===== config.mk =====
export PLATFORM = sky130hd
export DESIGN_NAME = ins_mem_loader
export DESIGN_NICKNAME = d
export VERILOG_FILES = /design/src/rtl/ins_mem_loader_pkg.sv /design/src/rtl/ins_mem_loader.sv
export SDC_FILE = /design/constraint.sdc
export NUM_CORES = 1
export LEC_CHECK = 0
export BUFFER_PORTS_ARGS = -buffer_cell sky130_fd_sc_hd__buf_4
export CAP_MARGIN = 20
export CORE_AREA = 2 2 64 72
export CTS_CLUSTER_DIAMETER = 30
export DETAILED_ROUTE_END_ITERATION = 8
export DIE_AREA = 0 0 66 74
export PLACE_DENSITY = 0.82
export REMOVE_ABC_BUFFERS = 1
export SETUP_SLACK_MARGIN = 0.2
export SLEW_MARGIN = 15
export SYNTH_ARGS = -nofsm -noshare
export SYNTH_HDL_FRONTEND = slang
export SYNTH_SLANG_ARGS = --single-unit
export TNS_END_PERCENT = 1

===== constraint.sdc =====
create_clock -name clk -period 2.25 [get_ports clk]
set_input_delay 0.675 -clock clk [delete_from_list [all_inputs] [get_ports clk]]
set_output_delay 0.675 -clock clk [all_outputs]
set_load 0.02 [all_outputs]

===== src/rtl/ins_mem_loader_pkg.sv =====
// Shared processor package: loader state encoding and program-image field widths.
package ins_mem_loader_pkg;

    typedef enum logic [2:0] {
        ST_IDLE   = 3'd0,
        ST_LEN_LO = 3'd1,
        ST_LEN_HI = 3'd2,
        ST_DAT_LO = 3'd3,
        ST_DAT_HI = 3'd4,
        ST_WRITE  = 3'd5,
        ST_START  = 3'd6,
        ST_ERROR  = 3'd7
    } loader_state_t;

    // Length and words each arrive as a full low byte plus a 4-bit high nibble.
    localparam int LEN_LO_BITS = 8;
    localparam int LEN_HI_BITS = 4;
    localparam int LEN_WIDTH   = LEN_LO_BITS + LEN_HI_BITS;
    localparam int WORD_WIDTH  = 12;

endpackage


===== src/rtl/ins_mem_loader.sv =====
// Byte-stream program loader: receives a 12-bit length then little-endian
// 12-bit words, writes them into instruction memory and pulses start.
module ins_mem_loader
    import ins_mem_loader_pkg::*;
#(
    parameter int IR_width = 12,
    parameter int Im_width = 8
) (
    input  logic                clk,
    input  logic                reset,
    input  logic                load_en,
    input  logic [7:0]          rx_data,
    input  logic                rx_valid,
    output logic                rx_ready,
    output logic [Im_width-1:0] im_address,
    output logic [IR_width-1:0] im_data,
    output logic                im_wren,
    output logic                start,
    output logic                busy,
    output logic                done,
    output logic                err
);

    // Compare width must hold both the 12-bit length and the 2^Im_width word count.
    localparam int CW = (Im_width + 1 > LEN_WIDTH) ? Im_width + 1 : LEN_WIDTH;
    localparam logic [CW-1:0] MAX_LEN = CW'(1) << Im_width;

    loader_state_t         state_reg, state_next;
    logic [LEN_WIDTH-1:0]  len_reg, len_next;
    logic [7:0]            lo_reg, lo_next;
    logic [WORD_WIDTH-1:0] word_reg, word_next;
    logic [Im_width-1:0]   index_reg, index_next;
    logic                  done_reg, done_next;
    logic                  err_reg, err_next;

    logic                  accept;
    logic [LEN_WIDTH-1:0]  len_rx;
    logic [CW-1:0]         index_plus;

    assign accept     = rx_valid && rx_ready;
    assign len_rx     = {rx_data[LEN_HI_BITS-1:0], len_reg[LEN_LO_BITS-1:0]};
    assign index_plus = CW'(index_reg) + CW'(1);

    always_ff @(posedge clk or posedge reset) begin
        if (reset) begin
            state_reg <= ST_IDLE;
            len_reg   <= '0;
            lo_reg    <= '0;
            word_reg  <= '0;
            index_reg <= '0;
            done_reg  <= 1'b0;
            err_reg   <= 1'b0;
        end else begin
            state_reg <= state_next;
            len_reg   <= len_next;
            lo_reg    <= lo_next;
            word_reg  <= word_next;
            index_reg <= index_next;
            done_reg  <= done_next;
            err_reg   <= err_next;
        end
    end

    always_comb begin
        state_next = state_reg;
        len_next   = len_reg;
        lo_next    = lo_reg;
        word_next  = word_reg;
        index_next = index_reg;
        done_next  = done_reg;
        err_next   = err_reg;
        case (state_reg)
            ST_IDLE: begin
                if (load_en) begin
                    done_next  = 1'b0;
                    err_next   = 1'b0;
                    index_next = '0;
                    state_next = ST_LEN_LO;
                end
            end
            ST_LEN_LO: begin
                if (accept) begin
                    len_next   = {{LEN_HI_BITS{1'b0}}, rx_data};
                    state_next = ST_LEN_HI;
                end
            end
            ST_LEN_HI: begin
                if (accept) begin
                    len_next = len_rx;
                    if (len_rx == '0)
                        state_next = ST_START;
                    else if (CW'(len_rx) > MAX_LEN)
                        state_next = ST_ERROR;
                    else
                        state_next = ST_DAT_LO;
                end
            end
            ST_DAT_LO: begin
                if (accept) begin
                    lo_next    = rx_data;
                    state_next = ST_DAT_HI;
                end
            end
            ST_DAT_HI: begin
                if (accept) begin
                    word_next  = {rx_data[3:0], lo_reg};
                    state_next = ST_WRITE;
                end
            end
            ST_WRITE: begin
                index_next = index_reg + Im_width'(1);
                state_next = (index_plus == CW'(len_reg)) ? ST_START : ST_DAT_LO;
            end
            ST_START: begin
                done_next  = 1'b1;
                state_next = ST_IDLE;
            end
            ST_ERROR: begin
                err_next   = 1'b1;
                state_next = ST_IDLE;
            end
            default: state_next = ST_IDLE;
        endcase
    end

    // Outputs decode straight from registers so address/data stay steady through WRITE.
    assign rx_ready   = (state_reg == ST_LEN_LO) || (state_reg == ST_LEN_HI) ||
                        (state_reg == ST_DAT_LO) || (state_reg == ST_DAT_HI);
    assign im_wren    = (state_reg == ST_WRITE);
    assign im_address = index_reg;
    assign im_data    = IR_width'(word_reg);
    assign start      = (state_reg == ST_START);
    assign busy       = (state_reg != ST_IDLE);
    assign done       = done_reg;
    assign err        = err_reg;

endmodule


## Word-level counts from Yosys, hierarchy flattened

Index checks and enable logic that the tools add are counted.
W data, S select, Z words.

| operators by class | value |
|---|---|
| add/sub/neg operators | 2 |
| $lt $le $gt $ge | 1 |
| equality and inequality tests | 13 |
| mux-type cells | 17 |
| bitwise operators | 1 |
| reductions and logical operators | 20 |

Operators by type and width:

| operator | count |
|---|---|
| $mux W12 | 2 |
| $mux W3 | 8 |
| $pmux W12 S2 | 1 |
| $pmux W3 S7 | 1 |
| $pmux W8 S2 | 1 |
| $eq A3 B3 Y1 const B | 4 |
| $eq A9 B12 Y1 | 1 |
| $gt A12 B9 Y1 const B | 1 |
| $logic_not A12 Y1 | 1 |
| $ne A2 B2 Y1 const B | 5 |
| $reduce_and A2 Y1 | 5 |
| $add A8 B1 Y9 const B | 1 |
| $add A8 B1 Y8 const B | 1 |
| $mux W8 | 1 |
| $reduce_bool A2 Y1 | 4 |
| $eq A3 B2 Y1 const B | 2 |
| $reduce_and A3 Y1 | 2 |
| $reduce_and A5 Y1 | 1 |
| $pmux W1 S2 | 2 |
| $eq A3 B1 Y1 const B | 1 |
| $logic_not A3 Y1 | 1 |
| $logic_or A1 B1 Y1 | 3 |
| $reduce_bool A3 Y1 | 1 |
| $reduce_or A2 Y1 | 1 |
| 3 further kinds | 3 |

| word-level totals | value |
|---|---|
| bits in registers | 45 |
| bits of input ports | 12 |
| output and inout port bits | 26 |

## Depth between registers and ports, before layout

| depth | value |
|---|---|
| word-level depth | 7 |
| mapped depth | 6 |

## Worst setup path after synthesis

No wires, ideal clock.

| timing | value |
|---|---|
| path type | register to output |
| start | reg state_reg[1] |
| end | out rx_ready |
| arrival time | 1,314 ps |
| setup slack | 261 ps |
| stages on the path, launching flop included | 4 |
| cell sequence | dfrtp_1 > buf_1 > or3_1 > and2_1 |

| between the ends | value |
|---|---|
| cells in the longest elaborated chain, start to end | 4 |
| elaborated cells on any way between the ends | 7 |
| those cells by class | eq/ne (4); reduce/logical (3) |

RTL lines:

| what | line | source |
|---|---|---|
| from (decl) | ins_mem_loader.sv:28 | `loader_state_t state_reg, state_next;` |
| from (signal assigned) | ins_mem_loader.sv:54 | `state_reg <= state_next;` |
| $eq A3 B1 Y1 or $eq A3 B2 Y1 (tied branches) | ins_mem_loader.sv:127 | `assign rx_ready = (state_reg == ST_LEN_LO) \|\| (state_reg == ST_LEN_HI) \|\|` |
| $logic_or A1 B1 Y1 (2 in a row) | ins_mem_loader.sv:127 |  |
| $logic_or A1 B1 Y1 (*) | ins_mem_loader.sv:128 | `(state_reg == ST_DAT_LO) \|\| (state_reg == ST_DAT_HI);` |
| to (decl) | ins_mem_loader.sv:14 | `output logic rx_ready,` |

Mark *: on every way between the ends. The rest lies on a longest branch, timed or not.

## Worst setup path after layout

| timing | value |
|---|---|
| start | reg state_reg[0] |
| end | out rx_ready |

Same word-level chain as after synthesis.

==> impl_results.md <==
* Netlist cell types at 44
* Main flop type after synthesis: dfrtp_1
* Final Worst Setup Slack at 207 ps
* Final Slew Violations at 0
* Htree depth at 2
* Ratio of cells with drive above 1 in the final layout at 38.0%
* Worst-Margin Slew at 758 ps
* Max incr delay on CP at 410 ps
* TritonCTS clock tree: done
* Arrival time at the worst endpoint at 1370 ps
* Crit path depth at 3
* Nets at 262
* Fmax at 489 MHz
* Buf/Inv on CP at 1
* Post-DRT Antenna Nets at 0
* RD Place Congestion at 0.835
* Slew margin rel. at 49.1%
* Layout area overhead at 22.5%
* Flop2flop setup slack at 390 ps
* CP Capture Point: rx_ready
* Final wirelength at 4640 µm
* Number of global-route vias before repair at 1623
* Max-Cap Viols at 0
* RSZ-0062 raised after global routing: true
* Worst-Skew Late Latency at 300 ps
* Synth area leader: dfrtp_1
* Post-synth EDFFs at 0
* ANT cells at 0
* Initial antenna violation count at 0
* R2R Path Start: im_address[1]$_DFFE_PP0P_
* Status: complete, no violations
* Critical path launch point type: register
* Clock sink count at 45
* First-pass GRT wire length at 7800 µm
* Ys async rst share at 100%
* Req. time, crit path at 1570 ps
* Setup crit end kind: primary output
* Clock skew at 5.82 ps
* Register bit count reported by yosys at 45
* Synth Warn # at 0
* Final setup vio count at 0
* # DRC at 0
* CTS Hold Buffers Added at 0
* Min Tclk post-route at 2040 ps
* Die height at 74 µm
* Setup WS pre-CTS at 211 ps
* CTS max path bufs at 2
* Largest net degree at the start of global routing at 26
* Kind of critical path: register to primary output
* CTS buffer count at 5
* Die W at 66 µm
* Cell Chain, Critical Path: or3_1, and2_1, buf_6
* Slowest-stage cell, CP: dfrtp_2
* VDD IR-drop max at 0.851 mV
* Synth top area share at 50.4%
* Final Hold Fails at 0
* Sequential fraction of the synthesis area at 50.4%
* Leak at 1.21 nW
* Clock transition at path regs at 90 ps
* CP top delay family: simple AND/OR/NAND/NOR gates
* Total congestion overflow at 0
* Dpl hpwl at 3370 µm
* Root buffer cell: clkbuf_8
* Worst Reg-to-Reg Cells at 6
* Worst reg2reg endpoint: state_reg[2]$_DFFE_PP0P_
* Post-Syn Area at 2230 µm²
* Final period util at 90.8%
* IO Count at 38
* Core Box Area at 4190 µm²
* Min-delay worst type: input pin to asynchronous set/reset pin
* Drt via density at 5.60
* IO buf count at 37
* Synth area leaders: dfrtp_1, mux2_2, a22o_1, xnor2_1, o21ai_0
* Vias at 1701
* Cells after synthesis at 201
* DRT iter0 DRCs at 43
* P per Cell Area at 1360 nW/µm²
* Setup TNS at 0 ps
* FP Rows at 25
* Drt pass-1 iters at 4
* CP Max Fanout at 2
* Synthesized area per cell at 11.1 µm²
* GRT Overall Usage at 21.1%
* WL/cell at 15.3 µm
* Crit path launch: state_reg[0]$_DFFE_PP0P_
* Initial Util at 53.3%
* DIE AREA at 4880 µm²
-- per-stage QoR --
stage	util, %	cells	total power, mW	hold slack [ps]	area [µm²]
3_5_place_dp	62.0	291	3.14	493	2600
4_1_cts	65.1	304	3.72	427	2730
2_1_floorplan	-	194	2.53	474	2200
5_1_grt	65.3	304	3.96	468	2740
3_3_place_gp	62.0	291	3.07	488	2600
6_report	65.3	304	3.71	416	2740
-- power by group --
group	total (mW)	switching (mW)	internal, mW
sequential	1.39	0.241	1.15
clock	0.498	0.279	0.219
combinational	1.82	0.916	0.904
-- placed cells by master, fill, tap and decap left out, types with 3 or more instances in the layout --
cell,n
clkbuf_8,5
or3_1,3
dfrtp_1,43
nor3_1,4
nor2b_1,4
and2_1,3
xor2_1,3
a21oi_1,8
mux2_2,28
nand3_1,4
inv_1,3
a22o_1,9
nand2_1,16
nor2_1,9
o21ai_0,14
buf_4,46
xnor2_1,9
-- layer usage --
layer  global-route usage, %  wire length [µm]  vias up
li1                        -                 -      816
met1                    27.1              2040      846
met2                    35.6              2360       31
met3                    4.69               164        8
met4                    7.71                73        0
met5                       0                 0        -
-- worst min path at each step --
| stage | start | end | depth (start not counted) |
|---|---|---|---|
| 3_3_place_gp | lo_reg[2]$_DFFE_PP0P_ | lo_reg[2]$_DFFE_PP0P_ | 1 |
| 5_1_grt | reset | lo_reg[6]$_DFFE_PP0P_ | 2 |
| 4_1_cts | reset | lo_reg[6]$_DFFE_PP0P_ | 2 |
| 3_5_place_dp | lo_reg[1]$_DFFE_PP0P_ | lo_reg[1]$_DFFE_PP0P_ | 1 |
| 2_1_floorplan | lo_reg[0]$_DFFE_PP0P_ | im_data[0]$_DFFE_PP0P_ | 1 |
| 6_report | reset | lo_reg[0]$_DFFE_PP0P_ | 2 |
-- final cells by class --
type	instances	area, µm²
Fill cell	349	1460
Sequential cell	45	1130
Multi-Input combinational cell	144	1060
Timing Repair Buffer	48	377
Clock buffer	6	72.6
Tap cell	54	67.6
Inverter	5	18.8
Clock inverter	2	15.0
-- cells by family after synthesis --
family          count (synthesis)  synth area share [%]
buf+inv                        12                  2.47
mux                            28                  14.1
flops                          45                  50.4
fa+ha+maj                       1                 0.560
xor+xnor                       12                  4.71
compound gates                 44                  13.6
simple gates                   59                  14.1
-- what timing repair did --
action | 4_1_cts | 5_1_grt
resized for setup | 3 | 2
endpoints found under the setup margin | 3 | 3
pin swaps | 1 | 0
setup buffers | 5 | 0
-- cells in the mapped netlist (all sizes together), types with 3 or more instances --
cell	count
a21oi	10
o21ai	14
xor2	3
nor2b	4
or3	3
dfrtp	45
nor3	5
a22o	9
nand2	17
nor2	10
mux2	28
nand3	5
buf	5
xnor2	9
inv	5
and2	3
Note: power is estimated with default switching activity, not from simulation.
